[src/rtl/axi_mem_pkg.sv]
// ---------------------------------------------------------------------------
// axi_mem_pkg
// Shared definitions for the AXI-Lite memory slave: write/read FSM state
// encodings, AXI response codes and the highest legal start byte address.
// ---------------------------------------------------------------------------
package axi_mem_pkg;

  typedef enum logic [1:0] {
    W_IDLE = 2'd0,
    W_MEM  = 2'd1,
    W_RESP = 2'd2
  } w_state_e;

  typedef enum logic [1:0] {
    R_IDLE = 2'd0,
    R_MEM  = 2'd1,
    R_RESP = 2'd2
  } r_state_e;

  localparam logic [1:0] RESP_OKAY   = 2'b00;
  localparam logic [1:0] RESP_SLVERR = 2'b10;

  // A start address above this would run a 4-byte access off the end of Memory.
  localparam logic [6:0] MAX_ADDR    = 7'd124;

endpackage

[src/rtl/axi_mem_slave.sv]
// ---------------------------------------------------------------------------
// axi_mem_slave
// Single-beat AXI-Lite slave in front of a byte-addressed Memory block.
// One write FSM and one read FSM; at most one outstanding transaction each.
//
// Ports
//   CLK, RST                 clock, asynchronous active-high reset
//   AW*/W*/B*                write address / data / response channels
//   AR*/R*                   read address / data channels
//   CS, WE, WADDR, RADDR,    Memory strobes, addresses and write data
//   Mem_in
//   Mem_out, writefinish     Memory read data and write-complete flag
//                            (both change on the falling edge of CLK)
// ---------------------------------------------------------------------------
module axi_mem_slave
  import axi_mem_pkg::*;
#(
  parameter int unsigned            ADDR_W   = 7,
  parameter int unsigned            DATA_W   = 32,
  parameter logic [ADDR_W-1:0]      MAX_ADDR = axi_mem_pkg::MAX_ADDR
) (
  input  logic                  CLK,
  input  logic                  RST,
  // write address
  input  logic [ADDR_W-1:0]     AWADDR,
  input  logic                  AWVALID,
  output logic                  AWREADY,
  // write data
  input  logic [DATA_W-1:0]     WDATA,
  input  logic [DATA_W/8-1:0]   WSTRB,
  input  logic                  WVALID,
  output logic                  WREADY,
  // write response
  output logic [1:0]            BRESP,
  output logic                  BVALID,
  input  logic                  BREADY,
  // read address
  input  logic [ADDR_W-1:0]     ARADDR,
  input  logic                  ARVALID,
  output logic                  ARREADY,
  // read data
  output logic [DATA_W-1:0]     RDATA,
  output logic [1:0]            RRESP,
  output logic                  RVALID,
  input  logic                  RREADY,
  // Memory side
  output logic                  CS,
  output logic                  WE,
  output logic [ADDR_W-1:0]     WADDR,
  output logic [ADDR_W-1:0]     RADDR,
  output logic [DATA_W-1:0]     Mem_in,
  input  logic [DATA_W-1:0]     Mem_out,
  input  logic                  writefinish
);

  w_state_e             w_state_q, w_state_d;
  r_state_e             r_state_q, r_state_d;
  logic [ADDR_W-1:0]    waddr_q,   waddr_d;
  logic [DATA_W-1:0]    mem_in_q,  mem_in_d;
  logic [1:0]           bresp_q,   bresp_d;
  logic [ADDR_W-1:0]    raddr_q,   raddr_d;
  logic [DATA_W-1:0]    rdata_q,   rdata_d;
  logic [1:0]           rresp_q,   rresp_d;

  logic                 aw_w_req;
  logic                 w_idle;
  logic                 wr_accept;
  logic                 rd_accept;

  // Arbitration: the read side may only accept while the write FSM is idle
  // and no write is being offered this cycle, so writes win ties and a read
  // can never overlap a memory write.
  always_comb begin
    aw_w_req  = AWVALID && WVALID;
    w_idle    = (w_state_q == W_IDLE);
    wr_accept = w_idle && aw_w_req;
    rd_accept = (r_state_q == R_IDLE) && w_idle && !aw_w_req;
  end

  // Ready outputs are combinational; gating with RST keeps them low while
  // reset is asserted even if a master is driving VALID.
  assign AWREADY = wr_accept && !RST;
  assign WREADY  = wr_accept && !RST;
  assign ARREADY = rd_accept && !RST;

  assign BVALID  = (w_state_q == W_RESP);
  assign BRESP   = bresp_q;
  assign RVALID  = (r_state_q == R_RESP);
  assign RRESP   = rresp_q;
  assign RDATA   = rdata_q;

  assign CS      = (w_state_q == W_MEM) || (r_state_q == R_MEM);
  assign WE      = (w_state_q == W_MEM);
  assign WADDR   = waddr_q;
  assign RADDR   = raddr_q;
  assign Mem_in  = mem_in_q;

  // ------------------------------------------------------------------ write
  always_comb begin
    w_state_d = w_state_q;
    waddr_d   = waddr_q;
    mem_in_d  = mem_in_q;
    bresp_d   = bresp_q;
    case (w_state_q)
      W_IDLE: begin
        if (wr_accept) begin
          if ((AWADDR <= MAX_ADDR) && (WSTRB == '1)) begin
            waddr_d   = AWADDR;
            mem_in_d  = WDATA;
            w_state_d = W_MEM;
          end else begin
            bresp_d   = RESP_SLVERR;
            w_state_d = W_RESP;
          end
        end
      end
      W_MEM: begin
        if (writefinish) begin
          bresp_d   = RESP_OKAY;
          w_state_d = W_RESP;
        end
      end
      W_RESP: begin
        if (BREADY) begin
          w_state_d = W_IDLE;
        end
      end
      default: w_state_d = W_IDLE;
    endcase
  end

  // ------------------------------------------------------------------- read
  always_comb begin
    r_state_d = r_state_q;
    raddr_d   = raddr_q;
    rdata_d   = rdata_q;
    rresp_d   = rresp_q;
    case (r_state_q)
      R_IDLE: begin
        if (rd_accept && ARVALID) begin
          if (ARADDR <= MAX_ADDR) begin
            raddr_d   = ARADDR;
            r_state_d = R_MEM;
          end else begin
            rdata_d   = '0;
            rresp_d   = RESP_SLVERR;
            r_state_d = R_RESP;
          end
        end
      end
      R_MEM: begin
        rdata_d   = Mem_out;
        rresp_d   = RESP_OKAY;
        r_state_d = R_RESP;
      end
      R_RESP: begin
        if (RREADY) begin
          r_state_d = R_IDLE;
        end
      end
      default: r_state_d = R_IDLE;
    endcase
  end

  always_ff @(posedge CLK or posedge RST) begin
    if (RST) begin
      w_state_q <= W_IDLE;
      r_state_q <= R_IDLE;
      waddr_q   <= '0;
      mem_in_q  <= '0;
      bresp_q   <= '0;
      raddr_q   <= '0;
      rdata_q   <= '0;
      rresp_q   <= '0;
    end else begin
      w_state_q <= w_state_d;
      r_state_q <= r_state_d;
      waddr_q   <= waddr_d;
      mem_in_q  <= mem_in_d;
      bresp_q   <= bresp_d;
      raddr_q   <= raddr_d;
      rdata_q   <= rdata_d;
      rresp_q   <= rresp_d;
    end
  end

endmodule

[config.mk]
export PLATFORM = sky130hd
export DESIGN_NAME = axi_mem_slave
export DESIGN_NICKNAME = d
export VERILOG_FILES = /design/src/rtl/axi_mem_pkg.sv /design/src/rtl/axi_mem_slave.sv
export SDC_FILE = /design/constraint.sdc
export NUM_CORES = 1
export LEC_CHECK = 0
export ABC_AREA = 1
export CAP_MARGIN = 15
export CORE_UTILIZATION = 67
export DETAILED_ROUTE_END_ITERATION = 10
export DONT_BUFFER_PORTS = 1
export PLACE_DENSITY = 0.83
export SLEW_MARGIN = 15
export SYNTH_ARGS = -nofsm -noshare
export SYNTH_HDL_FRONTEND = slang
export SYNTH_SLANG_ARGS = --single-unit
[constraint.sdc]
create_clock -name CLK -period 6.2 [get_ports CLK]
set_input_delay 1.24 -clock CLK [delete_from_list [all_inputs] [get_ports CLK]]
set_output_delay 1.24 -clock CLK [all_outputs]
set_load 0.05 [all_outputs]
### After elaboration in Yosys (flattened, before gate mapping)

Cells that the tools add are included.

| storage, ports and cells | value |
|---|---|
| register bits | 86 |
| output and inout port bits | 89 |
| logic and storage cells | 62 |

| operators by class | value |
|---|---|
| order comparisons | 2 |
| eq/ne operators | 12 |
| multiplexer cells | 19 |
| reductions and logical operators | 21 |

Operator list:

| kind | number |
|---|---|
| $mux W32 | 2 |
| $pmux W32 S2 | 1 |
| $mux W2 | 12 |
| $le A7 B7 Y1 const B | 2 |
| $pmux W2 S3 | 2 |
| $reduce_and A3 Y1 | 4 |
| $ne A2 B1 Y1 const B | 5 |
| $logic_and A1 B1 Y1 | 8 |
| $pmux W2 S2 | 2 |
| $eq A2 B1 Y1 const B | 2 |
| $eq A2 B2 Y1 const B | 2 |
| $eq A4 B4 Y1 const B | 1 |
| $logic_not A2 Y1 | 2 |
| $ne A2 B2 Y1 const B | 2 |
| $reduce_and A4 Y1 | 1 |
| $reduce_bool A2 Y1 | 2 |
| $logic_not A1 Y1 | 2 |
| $reduce_and A2 Y1 | 1 |
| $logic_or A1 B1 Y1 | 1 |

### Longest topological paths before layout

Gate-level depths: netlist of run 1.

| logic depth | value |
|---|---|
| depth after elaboration | 6 |
| depth in mapped cells | 8 |
| depth with buffers taken out | 8 |

### Least setup slack after synthesis of run 1

Ideal clock, no wire load.

| path | value |
|---|---|
| path type | input-to-output |
| from | input port AWVALID |
| to | output port WREADY |
| arrival | 2.853 ns |
| required time | 4.960 ns |
| setup slack | 2.107 ns |
| stages | 3 |
| path buffers | 1 |
| cell sequence | nand2_1 nor3_1 buf_4 |

| between the ends | value |
|---|---|
| longest elaborated chain between the ends | 3 |

RTL lines:

| item | line | text |
|---|---|---|
| start: declaration | axi_mem_slave.sv:26 | `input logic AWVALID,` |
| $logic_and A1 B1 Y1 | axi_mem_slave.sv:74 | `aw_w_req = AWVALID && WVALID;` |
| $logic_and A1 B1 Y1 | axi_mem_slave.sv:76 | `wr_accept = w_idle && aw_w_req;` |
| $logic_and A1 B1 Y1 | -- |  |
| end: declaration | axi_mem_slave.sv:32 | `output logic WREADY,` |

Every way passes these cells.

### Worst setup path in the final report of run 1

| path | value |
|---|---|
| from | input port AWVALID |
| to | output port AWREADY |

| between the ends | value |
|---|---|
| longest elaborated chain between the ends | 3 |

RTL lines:

| item | line | text |
|---|---|---|
| $logic_and A1 B1 Y1 | axi_mem_slave.sv:74 |  |
| $logic_and A1 B1 Y1 | axi_mem_slave.sv:76 |  |
| $logic_and A1 B1 Y1 | axi_mem_slave.sv:82 | `assign AWREADY = wr_accept && !RST;` |
| end: declaration | axi_mem_slave.sv:27 | `output logic AWREADY,` |

Every way passes these cells.

==> results of run 1 <==
-- cell families (layout without fill, tap and decap cells) --
kind of cell / count (synthesis) / count (layout) / share of synthesized area
flip-flops: 84 / 84 / 0.610
buffers and inverters: 69 / 72 / 0.0930
AO/OA/AOI/OAI: 43 / 43 / 0.0635
other: 1 / 2 / 0.00109
AND/OR/NAND/NOR: 205 / 205 / 0.232
-- sequential cells by signal, summed over array words and instances, names as in the netlist --
| name | cells |
|---|---|
| Mem_in | 32 |
| r_state_q | 2 |
| RDATA | 32 |
| w_state_q | 2 |
| WADDR | 7 |
| RADDR | 7 |
| BRESP | 1 |
| RRESP | 1 |
-- final cells by class --
| type | count | area share |
|---|---|---|
| Sequential cell | 84 | 0.573 |
| Multi-Input combinational cell | 250 | 0.282 |
| Inverter | 52 | 0.0536 |
| Clock buffer | 12 | 0.0396 |
| Tap cell | 67 | 0.0229 |
| Clock inverter | 4 | 0.0198 |
| Timing Repair Buffer | 4 | 0.00922 |
-- per-stage QoR --
| step | instance area, um^2 | util | power (mW) | instances | hold WS [ns] |
|---|---|---|---|---|---|
| final | 3670 | 0.756 | 2.45 | 473 | 0.673 |
| after global routing | 3670 | 0.756 | 2.56 | 473 | 0.717 |
| after CTS | 3670 | 0.756 | 2.46 | 473 | 0.683 |
| after detailed placement | 3450 | 0.711 | 2.05 | 457 | 0.662 |
| after global placement | 3450 | 0.711 | 2.01 | 457 | 0.624 |
| after floorplan | 3450 | - | 1.93 | 403 | 0.592 |
-- power by group through the flow --
stage / Sequential (mW) / Clock (mW) / Combinational [mW]
after global routing: 1.67 / 0.442 / 0.452
after detailed placement: 1.65 / 0 / 0.395
after CTS: 1.64 / 0.421 / 0.400
after floorplan: 1.60 / 0 / 0.333
final: 1.64 / 0.417 / 0.395
after global placement: 1.64 / 0 / 0.367
-- per-layer routing --
layer / part of all wire / GRT usage / wire [um]
met4: 0.022 / 0.107 / 161
met5: 0 / 0 / 0
met3: 0.086 / 0.0796 / 619
met2: 0.51 / 0.457 / 3640
met1: 0.39 / 0.310 / 2780
-- cells in the mapped netlist, drive strengths merged --
master	number
o21ai	43
nand2	181
conb	1
dfrtp	84
clkbuf	5
nor3	1
inv	52
nor2	15
nand3	8
buf	12
-- worst register-to-register path, stage by stage (launching register included) --
cell     delay [ns]
dfrtp_1        0.41
inv_1          0.10
nor2_1         0.74
nand2_1        0.21
nand2_1        0.12
nor2_1         0.06
nand2_1        0.09
nand2_1        0.05
nand2_1        0.07
-- how the worst max path moves through the flow --
stage / cells after the start / to / slack (ns)
after floorplan: 3 / WREADY / 2.11
after global placement: 3 / AWREADY / 2.62
after detailed placement: 3 / AWREADY / 2.60
after CTS: 3 / AWREADY / 2.60
after global routing: 3 / AWREADY / 2.57
final: 3 / AWREADY / 2.60
-- cell usage in the layout, fill, tap and decap left out --
cell,count
inv_1,49
nand2_2,2
nand2_1,179
o21ai_0,3
o21ai_2,1
buf_4,3
o21ai_1,39
nand3_1,7
nor2_1,13
clkbuf_1,2
bufinv_16,2
nand3_2,1
inv_2,2
nor3_2,1
buf_6,1
clkbuf_8,10
clkinv_2,2
nor2_4,1
clkinvlp_4,1
dfrtp_1,84
conb_1,2
nor2_2,1
==> results.json, run 1 <==
{
  "status": "complete, no violations",
  "syn_inst": 402,
  "rsz0062_at_grt": "false",
  "grt_util_all_layers": 0.265,
  "nFillCells": 362,
  "io-pin-count": 179,
  "cts_hold_buf": 0,
  "switching_share": 0.547,
  "finalSetupViolations": 0,
  "portBuffers": 0,
  "hold_start": "w_state_q[1]$_DFFE_PP0P_",
  "synth-seq-area-share": 0.610,
  "r2r_cells": 8,
  "cts_max_level": 3,
  "viasPerCell": 5.26,
  "crit_type": "in2out",
  "cp_max_fo": 4,
  "drive_gt1_frac": 0.0690,
  "p_int_mw": 1.11,
  "max_stage_delay_ns": 0.76,
  "syn_area_per_cell_um2": 8.57,
  "cts_tree": "built",
  "synth.largest_area_cell": "dfrtp_1",
  "root_buffer": "clkbuf_8",
  "seqCellArea_um2": 2100,
  "yosys-top-cells-area": "dfrtp_1 61%, nand2_1 19%, o21ai_1 5.7%, inv_1 5.4%, buf_6 2.0%",
  "clkTransAtPathRegs_ns": 0.07,
  "antenna_cells": 0,
  "power_density_nw_per_um2": 669,
  "multi_input_area_um2": 1030,
  "rows": 25,
  "cts_repair_resize_count": 0,
  "path_buf_inv": 1,
  "switchingPower_mw": 1.34,
  "grt_overflow": 0,
  "core-area_um2": 4850,
  "worstPathCellList": "nand2_1, nor3_2, buf_6",
  "worst_slack_ns": 2.60,
  "die_h_um": 73.7,
  "slowest_stage": "nor3_2",
  "r2r_end": "BRESP[1]$_DFFE_PP0P_",
  "min_period_ns": 3.60,
  "cts_setup_buffers": 0,
  "grt_pass1_wl_um": 10600,
  "hold_violations": 0,
  "pwr-share-seq": 0.669,
  "synth_top_area_share": 0.610,
  "num_vias": 2486,
  "dieArea_um2": 5430,
  "syn_area_um2": 3450,
  "required_ns": 4.96,
  "start_util": 0.711,
  "die_x_um": 73.7,
  "gp_congestion": 0.745,
  "drc_errors": 0,
  "cap_violations": 0,
  "grt_pass1_vias": 2274,
  "numCtsBuffers": 9,
  "setup.worst_path.end_class": "output port",
  "drv_slew": 0,
  "antenna_found_initial": 0,
  "critical-path-top-delay-family": "simple AND/OR/NAND/NOR gates",
  "grt_max_degree": 85,
  "clock-sinks": 84,
  "worstMarginPinSlew_ns": 1.02,
  "slew_headroom": 0.322,
  "hold_end": "BRESP[1]$_DFFE_PP0P_",
  "fmax_mhz": 278,
  "drt-initial-drc-count": 197,
  "p_leak_nw": 2.03,
  "crit_start": "AWVALID",
  "clk_latency_ns": 0.34,
  "startpoint_type": "primary input",
  "hpwl_um": 5040,
  "cts.path.max_buffers": 2,
  "ys_ff_latch": 84,
  "ff2ff_setup_slack_ns": 4.31,
  "comb_power_share": 0.161,
  "yosysWarnings": 0,
  "wl_per_cell_um": 15.2,
  "fin_skew_ns": 0.0111,
  "netlist-cell-type-count": 20,
  "hp-class": "reg2reg",
  "hold_path_depth": 3,
  "fin_nets": 491,
  "dp_slack_ns": 2.60,
  "wirelength_um": 7210,
  "worstPathArrival_ns": 2.36,
  "power_frac_clock": 0.170,
  "post-route-period-util": 0.580,
  "r2r-start": "w_state_q[0]$_DFFE_PP0P_",
  "ant_nets": 0,
  "first_pass_iters": 4,
  "area_growth_syn_to_layout_pct": 6.39,
  "tns_ns": 0,
  "peakVddDrop_mv": 0.388
}
No activity file was read; power rests on OpenSTA's default activity.
==> run 2: changes to the inputs <==
CORE_UTILIZATION = 56   (was 67)
PLACE_DENSITY = 0.74   (was 0.83)
clock period = 2.94 ns   (was 6.2 ns; I/O delays follow)
==> results.json, run 2 (same netlist as run 1, synthesis figures left out) <==
{
  "grt_max_degree": 73,
  "p_int_mw": 2.24,
  "whs_ns": 0.266,
  "cts_tree": "built",
  "drv_slew": 0,
  "slew_headroom": 0.348,
  "portBuffers": 0,
  "drc_errors": 0,
  "drt-initial-drc-count": 138,
  "p_total_mw": 5.04,
  "setup.worst_path.end_class": "output port",
  "clk_latency_ns": 0.34,
  "top_layer_used": "met4",
  "tns_ns": 0,
  "wl_met1_um": 2770,
  "cts.path.max_buffers": 2,
  "pwr-share-seq": 0.684,
  "ff2ff_setup_slack_ns": 1.26,
  "worstPathCellList": "nor2_4, inv_2, nor3_2, buf_4, buf_6",
  "die_h_um": 80.4,
  "final_cell_mix": "179 x nand2_1, 84 x dfrtp_1, 49 x inv_1",
  "root_buffer": "clkbuf_8",
  "wl_per_cell_um": 14.6,
  "rows": 28,
  "drive_gt1_frac": 0.0735,
  "power_frac_clock": 0.149,
  "first_pass_iters": 4,
  "power_density_nw_per_um2": 1370,
  "area_growth_syn_to_layout_pct": 6.94,
  "cts_repair_resize_count": 0,
  "ant_nets": 0,
  "wirelength_um": 7070,
  "cts_setup_buffers": 0,
  "post-route-period-util": 0.718,
  "fin_skew_ns": 0.0127,
  "worstPathArrival_ns": 1.52,
  "switchingPower_mw": 2.80,
  "start_util": 0.582,
  "clock-sinks": 84,
  "hp-class": "in2async",
  "switching_share": 0.555,
  "fin_nets": 495,
  "critical-path-top-delay-family": "buffers and inverters",
  "viasPerCell": 5.05,
  "dieArea_um2": 6470,
  "required_ns": 2.35,
  "num_vias": 2441,
  "cts_hold_buf": 0,
  "slowest_stage": "dfrtp_1",
  "fmax_mhz": 473,
  "crit_type": "reg2out",
  "io-pin-count": 179,
  "cts_max_level": 3,
  "hpwl_um": 5130,
  "cap_violations": 0,
  "startpoint_type": "flip-flop",
  "comb_power_share": 0.167,
  "clkTransAtPathRegs_ns": 0.08,
  "worst_slack_ns": 0.828,
  "dp.cells": 469,
  "peakVddDrop_mv": 0.749,
  "path_buf_inv": 3,
  "hold_violations": 0,
  "worstMarginPinSlew_ns": 0.975,
  "cp_max_fo": 5,
  "design_area_um2": 3680,
  "die_x_um": 80.4,
  "antenna_found_initial": 0,
  "core-area_um2": 5920,
  "grt_pass1_vias": 2389,
  "antenna_cells": 0,
  "status": "complete, no violations",
  "numCtsBuffers": 9,
  "wl_met2_um": 3610,
  "p_leak_nw": 2.05,
  "place_area_um2": 3510,
  "max_stage_delay_ns": 0.45,
  "finalNonFillerCells": 483,
  "finalSetupViolations": 0,
  "gp_congestion": 0.737,
  "dp_slack_ns": 1.07,
  "met3_length_um": 578,
  "grt_pass1_wl_um": 10800,
  "final_util": 0.622,
  "rsz0062_at_grt": "false",
  "min_period_ns": 2.11,
  "final_common_cell": "nand2_1",
  "grt_overflow": 0,
  "grt_util_all_layers": 0.221
}
## run 2: cell type report
class                   instances  area, um^2
fillers                       556        2240
repair buffers                  8        88.8
inverters                      52         196
clock buffers                  11         131
clock inverters                 3        40.0
flip-flops and latches         84        2100
multi-input cells             250        1030
well taps                      75        93.8
## run 2: routing by layer
layer,up-vias,global-route usage
li1,1207,-
met1,1111,0.248
met2,108,0.385
met3,15,0.0625
met4,0,0.102
met5,-,0
## run 2: worst reg2reg max path, cell delays in order, from the launching register on
cell,delay [ns]
dfrtp_1,0.45
nor2_4,0.18
nand2_1,0.12
o21ai_2,0.19
nand2_2,0.39
nand2_1,0.19
nand2_1,0.07
## run 2: power groups by stage
stage               combinational [mW]  sequential (mW)  clock (mW)
CTS                              0.852             3.46       0.768
finish                           0.840             3.45       0.753
detailed placement               0.854             3.48           0
global placement                 0.795             3.46           0
floorplan                        0.702             3.37           0
global route                     0.979             3.51       0.817
## run 2: worst paths after layout
| check | from | end | cells after the start |
|---|---|---|---|
| hold / removal | RST | WADDR[3]$_DFFE_PP0P_ | 1 |
| max in group asynchronous | RST | r_state_q[0]$_DFFE_PP0P_ | 2 |
| min in group CLK | Mem_out[13] | RDATA[13]$_DFFE_PP0P_ | 2 |
| setup / recovery | w_state_q[1]$_DFFE_PP0P_ | AWREADY | 5 |
| setup reg to reg | w_state_q[1]$_DFFE_PP0P_ | RDATA[20]$_DFFE_PP0P_ | 6 |
| hold reg to reg | w_state_q[0]$_DFFE_PP0P_ | BRESP[1]$_DFFE_PP0P_ | 3 |
==> run 3: changes to the inputs <==
CORE_UTILIZATION = 62   (was 56)
PLACE_DENSITY = 0.78   (was 0.74)
clock period = 2 ns   (was 2.94 ns; I/O delays follow)
==> results.json, run 3 (same netlist as run 1, synthesis figures left out) <==
{
  "root_buffer": "clkbuf_8",
  "place_area_um2": 3510,
  "p_int_mw": 3.33,
  "viasPerCell": 5.04,
  "power_density_nw_per_um2": 2010,
  "tns_ns": 0,
  "worstPathArrival_ns": 1.45,
  "grt_util_all_layers": 0.243,
  "final_common_cell": "nand2_1",
  "dieArea_um2": 5860,
  "required_ns": 1.60,
  "final_cell_mix": "179 x nand2_1, 84 x dfrtp_1, 49 x inv_1",
  "p_total_mw": 7.45,
  "switchingPower_mw": 4.13,
  "setup.worst_path.end_class": "output port",
  "worst_slack_ns": 0.151,
  "crit_type": "reg2out",
  "dp_slack_ns": 0.331,
  "drv_slew": 0,
  "grt_pass1_vias": 2378,
  "io-pin-count": 179,
  "clkTransAtPathRegs_ns": 0.08,
  "numCtsBuffers": 9,
  "wl_met1_um": 2980,
  "cts_max_level": 3,
  "clk_latency_ns": 0.34,
  "switching_share": 0.554,
  "grt_overflow": 0,
  "startpoint_type": "flip-flop",
  "antenna_cells": 0,
  "drc_errors": 0,
  "slew_headroom": 0.527,
  "comb_power_share": 0.168,
  "clock-sinks": 84,
  "ant_nets": 0,
  "start_util": 0.658,
  "die_x_um": 76.6,
  "grt_pass1_wl_um": 11100,
  "cts_hold_buf": 1,
  "met3_length_um": 577,
  "die_h_um": 76.6,
  "hpwl_um": 5040,
  "cap_violations": 0,
  "hp-class": "in2reg",
  "fin_skew_ns": 0.0110,
  "core-area_um2": 5240,
  "wirelength_um": 7030,
  "status": "complete, no violations",
  "rows": 26,
  "cts_repair_resize_count": 0,
  "min_period_ns": 1.85,
  "finalSetupViolations": 0,
  "post-route-period-util": 0.925,
  "drt-initial-drc-count": 154,
  "design_area_um2": 3710,
  "wl_per_cell_um": 14.5,
  "drive_gt1_frac": 0.0799,
  "fmax_mhz": 541,
  "fin_nets": 498,
  "cts.path.max_buffers": 2,
  "peakVddDrop_mv": 1.30,
  "worstMarginPinSlew_ns": 0.710,
  "wl_met2_um": 3350,
  "power_frac_clock": 0.153,
  "p_leak_nw": 2.05,
  "cp_max_fo": 5,
  "portBuffers": 0,
  "cts_setup_buffers": 0,
  "hold_violations": 0,
  "grt_max_degree": 79,
  "antenna_found_initial": 0,
  "pwr-share-seq": 0.680,
  "first_pass_iters": 4,
  "area_growth_syn_to_layout_pct": 7.66,
  "gp_congestion": 0.774,
  "num_vias": 2435,
  "top_layer_used": "met4",
  "cts_tree": "built",
  "rsz0062_at_grt": "false"
}
run 3: cell types whose count changed in the layout (fill, tap and decap cells not counted), sizes merged:
| cell | delta |
|---|---|
| clkinv | -2 |
| buf | +2 |
| dlygate4sd3 | +1 |
| clkbuf | +1 |
| clkinvlp | +3 |
run 3: power by group through the flow:
stage	Combinational, mW	Sequential, mW	Clock, mW
2_1_floorplan	1.03	4.95	0
3_3_place_gp	1.17	5.10	0
3_5_place_dp	1.26	5.11	0
4_1_cts	1.27	5.08	1.16
5_1_grt	1.46	5.14	1.22
6_report	1.25	5.06	1.14
run 3: final timing paths:
| kind | startpoint | end | slack, ns | cells past startpoint |
|---|---|---|---|---|
| setup / recovery | w_state_q[1]$_DFFE_PP0P_ | WREADY | 0.15 | 4 |
| hold / removal | ARADDR[6] | RADDR[6]$_DFFE_PP0P_ | 0.18 | 2 |
| setup reg to reg | w_state_q[1]$_DFFE_PP0P_ | RDATA[16]$_DFFE_PP0P_ | 0.33 | 6 |
| hold reg to reg | w_state_q[0]$_DFFE_PP0P_ | BRESP[1]$_DFFE_PP0P_ | 0.69 | 3 |
| max in group asynchronous | RST | Mem_in[18]$_DFFE_PP0P_ | 0.82 | 3 |
| min in group asynchronous | RST | WADDR[1]$_DFFE_PP0P_ | 0.53 | 2 |
run 3: metrics by stage:
step,hold slack [ns],std cells,utilization
after floorplan,0.510,403,-
after global placement,0.291,466,0.671
after detailed placement,0.293,466,0.671
after CTS,0.163,483,0.708
after global routing,0.164,483,0.708
final,0.175,483,0.708
run 3: routing by layer:
metal  global-route usage  vias up
met1                0.311     1092
met3               0.0731       13
li1                     -     1217
met4                0.106        0
met2                0.384      113
met5                    0        -
run 3: cell type report:
| class | count | area [um^2] |
|---|---|---|
| Sequential cell | 84 | 2100 |
| Fill cell | 425 | 1530 |
| Multi-Input combinational cell | 250 | 1040 |
| Inverter | 52 | 199 |
| Clock buffer | 12 | 135 |
| Timing Repair Buffer | 11 | 97.6 |
| Tap cell | 70 | 87.6 |
| Clock inverter | 4 | 50.0 |
run 3: worst max-delay path, cell delays in order (launching register included):
cell and delay (ns):
dfrtp_1 0.45, nor2_4 0.18, inv_2 0.07, nor3_4 0.10
buf_4 0.31
